`src/rtl/bcd_stopwatch.sv`:
```
// Four-digit BCD stopwatch (SS.hh) clocked at 1 kHz, with start/stop/clear control.
// Build option: define BCD_STOPWATCH_LZB_EN to blank a leading zero in the tens-of-seconds digit.
//
// state   | meaning
// IDLE    | cleared, count 00.00, waiting for the first press
// RUN     | prescaler advancing, count steps every PRESCALE cycles
// STOPPED | count and prescaler held; also the saturated end state when WRAP=0
module bcd_stopwatch #(
  parameter int PRESCALE = 10,
  parameter int WRAP     = 0
) (
  input  logic       clk_1k_i,
  input  logic       rst_ni,
  input  logic       start_stop_i,
  input  logic       clear_i,
  output logic [3:0] digit0_o,
  output logic [3:0] digit1_o,
  output logic [3:0] digit2_o,
  output logic [3:0] digit3_o,
  output logic       digit0_en_o,
  output logic       digit1_en_o,
  output logic       digit2_en_o,
  output logic       digit3_en_o,
  output logic       running_o,
  output logic       sat_o
);

  typedef enum logic [1:0] {IDLE, RUN, STOPPED} state_t;

  localparam logic [9:0]  PRE_LAST = 10'(PRESCALE - 1);
  localparam logic [15:0] ALL_NINE = 16'h9999;

  state_t           state_q, state_d;
  logic [9:0]       pre_q, pre_d;
  logic [3:0][3:0]  dig_q, dig_d, dig_inc;
  logic             sat_q, sat_d;
  logic             ss_prev_q;
  logic             press;
  logic             carry;

  assign press = start_stop_i & ~ss_prev_q;

  always_ff @(posedge clk_1k_i or negedge rst_ni) begin
    if (!rst_ni) begin
      state_q   <= IDLE;
      pre_q     <= '0;
      dig_q     <= '0;
      sat_q     <= 1'b0;
      ss_prev_q <= 1'b1;
    end else begin
      state_q   <= state_d;
      pre_q     <= pre_d;
      dig_q     <= dig_d;
      sat_q     <= sat_d;
      ss_prev_q <= start_stop_i;
    end
  end

  // Ripple BCD increment: a digit moves only while every lower digit is rolling over from 9.
  always_comb begin
    dig_inc = dig_q;
    carry   = 1'b1;
    for (int i = 0; i < 4; i++) begin
      if (carry) begin
        if (dig_q[i] == 4'd9) begin
          dig_inc[i] = 4'd0;
        end else begin
          dig_inc[i] = dig_q[i] + 4'd1;
          carry      = 1'b0;
        end
      end
    end
  end

  always_comb begin
    state_d = state_q;
    pre_d   = pre_q;
    dig_d   = dig_q;
    sat_d   = sat_q;
    if (clear_i) begin
      state_d = IDLE;
      pre_d   = '0;
      dig_d   = '0;
      sat_d   = 1'b0;
    end else begin
      unique case (state_q)
        IDLE: begin
          if (press) state_d = RUN;
        end
        RUN: begin
          if (press) state_d = STOPPED;
          if (pre_q == PRE_LAST) begin
            pre_d = '0;
            if (WRAP == 0 && dig_q == ALL_NINE) begin
              state_d = STOPPED;
              sat_d   = 1'b1;
            end else begin
              dig_d = dig_inc;
              if (WRAP == 0 && dig_inc == ALL_NINE) begin
                state_d = STOPPED;
                sat_d   = 1'b1;
              end
            end
          end else begin
            pre_d = pre_q + 10'd1;
          end
        end
        STOPPED: begin
          if (press && !sat_q) state_d = RUN;
        end
        default: state_d = IDLE;
      endcase
    end
  end

  assign digit0_o    = dig_q[0];
  assign digit1_o    = dig_q[1];
  assign digit2_o    = dig_q[2];
  assign digit3_o    = dig_q[3];
  assign digit0_en_o = 1'b1;
  assign digit1_en_o = 1'b1;
  assign digit2_en_o = 1'b1;
`ifdef BCD_STOPWATCH_LZB_EN
  assign digit3_en_o = (dig_q[3] != 4'd0);
`else
  assign digit3_en_o = 1'b1;
`endif
  assign running_o   = (state_q == RUN);
  assign sat_o       = (WRAP == 0) ? sat_q : 1'b0;

endmodule

```
`config.mk`:
```
export PLATFORM = sky130hd
export DESIGN_NAME = bcd_stopwatch
export DESIGN_NICKNAME = d
export VERILOG_FILES = /design/src/rtl/bcd_stopwatch.sv
export SDC_FILE = /design/constraint.sdc
export NUM_CORES = 1
export LEC_CHECK = 0
export CORE_UTILIZATION = 57
export CTS_BUF_LIST = sky130_fd_sc_hd__clkbuf_8
export CTS_CLUSTER_DIAMETER = 40
export DETAILED_ROUTE_END_ITERATION = 7
export PLACE_DENSITY = 0.94
export SYNTH_ARGS = -nofsm -noshare
export SYNTH_HDL_FRONTEND = slang
export SYNTH_SLANG_ARGS = --single-unit
```
`constraint.sdc`:
```
create_clock -name clk_1k_i -period 3.2 [get_ports clk_1k_i]
set_input_delay 0.48 -clock clk_1k_i [delete_from_list [all_inputs] [get_ports clk_1k_i]]
set_output_delay 0.48 -clock clk_1k_i [all_outputs]
set_load 0.01 [all_outputs]
```
## Word level (Yosys, flattened, before mapping)

Cells that the tools add are included.

| storage, ports and cells | value |
|---|---|
| flip-flop bits (word level) | 30 |
| bits of input ports | 4 |
| output and inout bits | 22 |

| cells by class | value |
|---|---|
| add/sub/neg operators | 5 |
| equal/unequal tests | 12 |
| mux-type cells | 32 |
| bitwise gates (word level) | 2 |
| reductions and logical operators | 9 |

Operators with widths:

| cell | count |
|---|---|
| 2-to-1 mux 16 bit | 4 |
| equality test 16 bit, second input constant | 2 |
| 2-to-1 mux 10 bit | 3 |
| 2-to-1 mux 4 bit | 7 |
| adder 4 x 1 -> 4 bit, second input constant | 4 |
| equality test 4 bit, second input constant | 4 |
| 2-to-1 mux 2 bit | 7 |
| adder 10 x 1 -> 10 bit, second input constant | 1 |
| equality test 10 x 4 -> 1 bit, second input constant | 1 |
| 2-to-1 mux 1 bit | 10 |
| != test 3 bit, second input constant | 2 |
| one-hot mux 2 bit (3 select lines) | 1 |
| AND reduction 3 bit | 2 |
| nonzero test 2 bit | 2 |
| nonzero test 3 bit | 1 |
| equality test 2 x 1 -> 1 bit, second input constant | 1 |
| equality test 2 bit, second input constant | 1 |
| zero test 2 bit | 1 |
| != test 2 bit, second input constant | 1 |
| AND reduction 2 bit | 1 |
| AND 1 bit | 1 |
| logical AND 1 bit | 1 |
| zero test 1 bit | 1 |
| inverter 1 bit | 1 |

## Logic depth before layout (Yosys ltp)

Gate-level depths: netlist of run 1.

| depth | value |
|---|---|
| depth after elaboration | 11 |
| gate-level depth with buffers | 7 |
| gate-level depth less buffers | 7 |

## Worst setup path after synthesis of run 1

No wires, ideal clock.

| timing | value |
|---|---|
| path type | reg-to-reg |
| start point | register pre_q[2] |
| end point | register dig_q (netlist bit digit2_o[0]) |
| library setup time | 77 ps |
| arrival time | 2183 ps |
| required time | 3123 ps |
| path slack | 939 ps |
| cell stages (with the launch flop) | 6 |
| path buffers | 0 |
| period minus slack after synthesis | 2261 ps |
| cell sequence | dfrtp_1 or4b_4 nor4_4 o211ai_4 or4b_1 a21oi_1 |

| on the way | value |
|---|---|
| longest elaborated chain between the ends | 3 |

RTL lines:

| item | line | source |
|---|---|---|
| start, declared | 34 | `logic [9:0] pre_q, pre_d;` |
| start signal, assigned | 52 | `pre_q <= pre_d;` |
| equality test 10 x 4 -> 1 bit | 92 | `if (pre_q == PRE_LAST) begin` |
| nonzero test 2 bit (no source line) | -- |  |
| AND reduction 3 bit (no source line) | -- |  |
| end signal, assigned | 53 | `dig_q <= dig_d;` |
| end, declared | 35 | `logic [3:0][3:0] dig_q, dig_d, dig_inc;` |

Every way passes these cells.
A chain may end at the register's enable or synchronous reset.

## Worst setup path in the final report of run 1

Same ends and word-level chain as after synthesis.

==> impl_results.md, run 1 <==
- VDD IR max: 0.331 mV
- Std cell rows: 20
- Post-Syn Area: 0.00188 mm^2
- CP peak stage delay: 0.56 ns
- Hold Path Class: reg -> reg
- Setup repair bufs after CTS: 0
- Number of buffers and inverters on the critical path: 0
- Die footprint: 0.00353 mm^2
- Die W: 59.5 um
- Yosys cell types: 51
- Cts bufs inserted: 5
- Startpoint types: register
- Synthesized area per cell: 9.22 um^2
- Period utilisation layout: 78.6%
- Yosys reg bits: 30
- Antenna Nets Post-Route: 0
- Sink Count: 30
- Initial antenna violation count: 0
- Layout Skew: 0.00586 ns
- Clock Path Buffers: 2
- Via count: 1,603
- Crit Path Max Fanout: 9
- RSZ-0062 raised after global routing: false
- Vias in the first global route: 1,434
- N_diodes: 0
- Final setup viols: 0
- Hold-fix buffers, CTS: 0
- Total Routing Usage GR: 25.4%
- Worst EP required: 3.41 ns
- Fin area: 0.00218 mm^2
- CTS tree: yes
- Slew Viols, Final: 0
- Final Util: 70.2%
- Top Family by Delay on Critical Path: simple AND/OR/NAND/NOR gates
- Area growth from synthesis to layout: 15.7%
- Clock Latency Late Sink: 0.29 ns
- Clock Tree Root: clkbuf_8
- Crit. End Element: register
- Final hold viol count: 0
- Post-CTS sizing: 0
- Gr ovfl total: 0
- Critical path's slowest cell: or4b_4
- Core area: 0.00310 mm^2
- Initial DRC Count: 116
- Register area share after synthesis: 40.0%
- IO Pins: 26
- Layout cells sized above 1: 11.5%
- Number of H-tree levels: 2
- Achievable frequency: 398 MHz
- CP cell instances: or4b_4, nor4_4, o211ai_4, or4b_1, a21oi_1
- Syn Inst Count: 204
- Setup Crit Path Kind: reg -> reg
- WL/cell: 14.5 um
- DRT Pass-1 Iters: 4
- Area share of the largest cell type after synthesis: 38.6%
- HPWL Detailed: 2790 um
- Count leader, synth: dfrtp_1
- Routed vias/inst: 5.92
- Max-cap violations: 0
- Largest net degree at the start of global routing: 24
- Nets: 232
- Worst slew pin tran: 0.632 ns
- PwrDens: 325 mW/mm^2
- Biggest area consumer among synthesized cells: dfrtp_1
- Die height: 59.5 um
- Leak: 0.889 nW
- Area of placed instances: 0.00210 mm^2
- Run status: finished clean
- Final Routed Wirelength: 3940 um
- Clock slew at reported path FFs: 0.06 ns
- IO buf count: 21
- First-pass GRT wire length: 6570 um
- Setup_tns: 0 ns
- Slew headroom: 57.5%
- Initial core utilization: 60.6%
- Post-synth EDFFs: 0
- Most frequent cells after synthesis: dfrtp_1 (29), nor2_1 (21), nand2_1 (16)
- Final critical-path required period: 2.51 ns
- Most used DFF post-synth: dfrtp_1
- Post-synth ARST share: 100%
- Area contributors post-synth: dfrtp_1 (39%), xor2_1 (5.6%), nor2_1 (4.2%)
- RePlAce Congestion: 0.913
- Critical Path AT: 2.73 ns
- # DRC: 0
- Synth warn: 0
==> final timing paths <==
check	start	to	slack [ns]	cells past startpoint
setup / recovery	pre_q[2]$_DFFE_PN0P_	digit2_o[0]$_DFFE_PN0P_	0.69	5
hold / removal	pre_q[9]$_DFFE_PN0P_	pre_q[9]$_DFFE_PN0P_	0.50	1
setup reg to reg	pre_q[2]$_DFFE_PN0P_	digit2_o[0]$_DFFE_PN0P_	0.69	5
hold reg to reg	pre_q[9]$_DFFE_PN0P_	pre_q[9]$_DFFE_PN0P_	0.50	1
max in group asynchronous	rst_ni	digit3_o[2]$_DFFE_PN0P_	1.96	2
min in group asynchronous	rst_ni	digit2_o[2]$_DFFE_PN0P_	0.58	1
==> layout make-up <==
type,count,area [um^2]
Clock inverter,3,11.3
Fill cell,244,926
Sequential cell,30,752
Clock buffer,5,68.8
Tap cell,44,55.1
Timing Repair Buffer,24,233
Inverter,7,26.3
Multi-Input combinational cell,158,1030
==> per-stage QoR <==
| step | hold slack (ns) | power, mW | std cells | worst slack [ns] |
|---|---|---|---|---|
| detailed placement | 0.495 | 0.436 | 263 | 0.727 |
| CTS | 0.508 | 0.718 | 271 | 0.709 |
| floorplan | 0.184 | 0.419 | 207 | 0.939 |
| finish | 0.503 | 0.709 | 271 | 0.685 |
| global route | 0.520 | 0.737 | 271 | 0.582 |
| global placement | 0.479 | 0.434 | 263 | 0.796 |
==> metal layers <==
metal  global-route usage (%)  vias up  routed length [um]
li1                         -      774                   -
met1                     33.9      773                1840
met2                     39.3       52                1880
met3                     7.86        4                 189
met4                     7.82        0                  26
met5                        0        -                   0
==> kinds of logic (layout without fill, tap and decap cells) <==
group           after synthesis  count (layout)  synth area share, %
compound gates               39              39                 14.4
simple gates                 99              99                 31.6
other cells                   1               4                0.199
buf+inv                      19              39                 5.85
flops                        30              30                 40.0
mux                           1               1                0.532
fa+ha+maj                     2               2                 1.33
xor+xnor                     13              13                 6.05
==> where the power goes <==
group          total (mW)  switching [mW]  internal, mW
registers           0.386         0.00254         0.383
logic              0.0431          0.0289        0.0142
clock network       0.280           0.136         0.144
total               0.709           0.167         0.541
==> sequential cells by signal, summed over array words and instances, names as in the netlist <==
register and count:
digit0_o 4, digit1_o 4, digit2_o 4, digit3_o 4
pre_q 10, sat_o 1, ss_prev_q 1, state_q 2
==> cells in the final DEF (no fill, tap or decap), types with 3 or more instances in the layout <==
| master | Yosys | routed |
|---|---|---|
| dfrtp_1 | 29 | 29 |
| nor2_1 | 21 | 21 |
| clkdlybuf4s50_1 | 0 | 21 |
| nand2_1 | 16 | 16 |
| xor2_1 | 12 | 12 |
| a21oi_1 | 11 | 11 |
| inv_1 | 7 | 10 |
| nand3_1 | 9 | 9 |
| o21ai_0 | 8 | 8 |
| nand4_1 | 7 | 7 |
| nor2b_1 | 6 | 6 |
| nand2b_1 | 5 | 5 |
| clkbuf_8 | 2 | 5 |
| and3_1 | 4 | 4 |
| o211ai_1 | 4 | 4 |
| conb_1 | 1 | 4 |
| or2_2 | 3 | 3 |
| nor3b_1 | 3 | 3 |
| nor4_1 | 3 | 3 |
| a31oi_1 | 3 | 3 |
| buf_4 | 5 | 3 |
==> worst register-to-register path, delay by kind of cell (launching register included) <==
| kind | cells | cell delay [ns] |
|---|---|---|
| and+or+nand+nor | 3 | 1.65 |
| AOI/OAI and AO/OA | 2 | 0.34 |
| DFF | 1 | 0.45 |
(Power assumes the default switching activity.)
==> run 2, diff against run 1 <==
clock period = 2.4 ns   (was 3.2 ns; I/O delays follow)
==> impl_results.md, run 2 (synthesized netlist as in run 1, its figures left out) <==
- Die W: 59.5 um (unchanged)
- PwrDens: 474 mW/mm^2 (+46%)
- Nets: 237 (+2.2%)
- WL/cell: 15.1 um (+3.7%)
- Clock Latency Late Sink: 0.28 ns (about the same)
- Fillcell total: 233 (-4.5%)
- Setup_tns: 0 ns (unchanged)
- Final Routed Wirelength: 4160 um (+5.6%)
- # DRC: 0 (unchanged)
- Setup Crit Path Kind: reg -> reg
- IO Pins: 26 (unchanged)
- Final critical-path required period: 2.24 ns (-0.278 ns)
- Startpoint types: register
- Clock Path Buffers: 2 (unchanged)
- Period utilisation layout: 93.2% (+15 points)
- Layout Skew: 0.00832 ns (+0.00246 ns)
- Core area: 0.00310 mm^2 (unchanged)
- Antenna Nets Post-Route: 0 (unchanged)
- Largest net degree at the start of global routing: 31 (+29%)
- R2R Path Start: pre_q[1]$_DFFE_PN0P_
- N_diodes: 0 (unchanged)
- Total Routing Usage GR: 26.3% (+0.94 points)
- Initial core utilization: 60.6% (unchanged)
- RSZ-0062 raised after global routing: false
- Run status: finished clean
- Commonest non-fill, non-tap cell in the layout: dfrtp_1
- Initial DRC Count: 82 (-29%)
- Achievable frequency: 447 MHz (+12%)
- Worst EP required: 2.61 ns (-0.80 ns)
- M2 GR Usage: 42.9% (+3.5 points)
- Hold Path Class: in -> async
- Setup repair bufs after CTS: 0 (unchanged)
- Clock slew at reported path FFs: 0.07 ns (about the same)
- Max-cap violations: 0 (unchanged)
- Final hold viol count: 0 (unchanged)
- Layout cells sized above 1: 13.8% (+2.3 points)
- Worst setup path startpoint: pre_q[1]$_DFFE_PN0P_
- Std cell rows: 20 (unchanged)
- Area of placed instances: 0.00213 mm^2 (+1.8%)
- Worst setup margin: 0.163 ns (-0.522 ns)
- Reg with most FFs: pre_q
- DRT Pass-1 Iters: 4 (unchanged)
- GR Util met1: 33.8% (-0.052 points)
- Critical Path AT: 2.45 ns (-0.28 ns)
- RePlAce Congestion: 0.873 (-4.3%)
- Via count: 1,642 (+2.4%)
- Routed vias/inst: 5.95 (+0.58%)
- Die footprint: 0.00353 mm^2 (unchanged)
- M3 GR Usage: 5.90% (-2.0 points)
- Cts bufs inserted: 5 (unchanged)
- VDD IR max: 0.383 mV (+16%)
- CTS tree: yes
- HPWL Detailed: 2940 um (+5.4%)
- Die height: 59.5 um (unchanged)
- Initial antenna violation count: 0 (unchanged)
- Slew Viols, Final: 0 (unchanged)
- Area growth from synthesis to layout: 19.3%
- IO buf count: 21 (unchanged)
- Final setup viols: 0 (unchanged)
- Most frequent cells in the layout: dfrtp_1 (29), nor2_1 (21), clkdlybuf4s50_1 (21)
- Max reg flops: 10 (unchanged)
- Vias in the first global route: 1,544 (+7.7%)
- Pre-CTS WS: 0.155 ns (-0.572 ns)
- Crit. End Element: register
- Clock Tree Root: clkbuf_8
- Sink Count: 30 (unchanged)
- Number of H-tree levels: 2 (unchanged)
- Total power: 1.06 mW (+50%)
- Fin area: 0.00224 mm^2 (+3.1%)
- Crit Path Max Fanout: 9 (unchanged)
- Final hold slack: 0.459 ns (-0.0438 ns)
- Most used routing layer in global routing: met2
- Gr ovfl total: 0 (unchanged)
- Leak: 0.926 nW (+4.1%)
- First-pass GRT wire length: 6930 um (+5.6%)
[run 2: cell types whose count changed in the layout (fill, tap and decap cells not counted)]
| cell | delta |
|---|---|
| buf_4 | +4 |
| buf_6 | +1 |
| bufinv_16 | +1 |
| inv_1 | -1 |
[run 2: power breakdown]
| group | switching [mW] | internal (mW) | total, mW |
|---|---|---|---|
| Clock | 0.190 | 0.302 | 0.491 |
| Combinational | 0.0386 | 0.0189 | 0.0575 |
| Sequential | 0.00421 | 0.510 | 0.515 |
| Total | 0.232 | 0.831 | 1.06 |
[run 2: final cells by class]
class                      count  area (um^2)  share of cell area [%]
multi-input combinational    158         1030                    45.9
sequential                    30          752                    33.5
timing repair buffer          29          274                    12.2
clock buffer                   5         68.8                    3.07
tap                           44         55.1                    2.45
clock inverter                 3         37.5                    1.67
inverter                       7         26.3                    1.17
[run 2: path summary, 6_finish.rpt]
| check | end | slack, ns | depth (start not counted) |
|---|---|---|---|
| setup / recovery | digit2_o[0]$_DFFE_PN0P_ | 0.16 | 8 |
| hold / removal | digit2_o[1]$_DFFE_PN0P_ | 0.46 | 2 |
| setup reg to reg | digit2_o[0]$_DFFE_PN0P_ | 0.16 | 8 |
| hold reg to reg | pre_q[9]$_DFFE_PN0P_ | 0.53 | 1 |
| max in group asynchronous | ss_prev_q$_DFF_PN1_ | 1.63 | 2 |
| min in group clk_1k_i | ss_prev_q$_DFF_PN1_ | 0.50 | 1 |
[run 2: critical path, cell delays in order, from the launching register on]
cell and delay, ns:
dfrtp_1 0.39, inv_1 0.08, ha_1 0.15, or2b_2 0.33, nor4_4 0.27, buf_6 0.18
o211ai_4 0.10, or4b_1 0.51, a21oi_1 0.17
[run 2: timing repair]
| item | in CTS | in global routing |
|---|---|---|
| gates resized for setup | 0 | 1 |
| hold buffers | 0 | 0 |
| endpoints found under the setup margin | 0 | 1 |
[run 2: stage by stage]
step | std cells | util [%]
floorplan | 207 | -
global placement | 268 | 68.8
detailed placement | 268 | 68.8
CTS | 276 | 72.2
global route | 276 | 72.3
finish | 276 | 72.3
[run 2: per-layer routing]
metal	up-vias	wire length, um
li1	786	-
met1	783	1830
met2	66	2050
met3	7	235
met4	0	51
met5	-	0
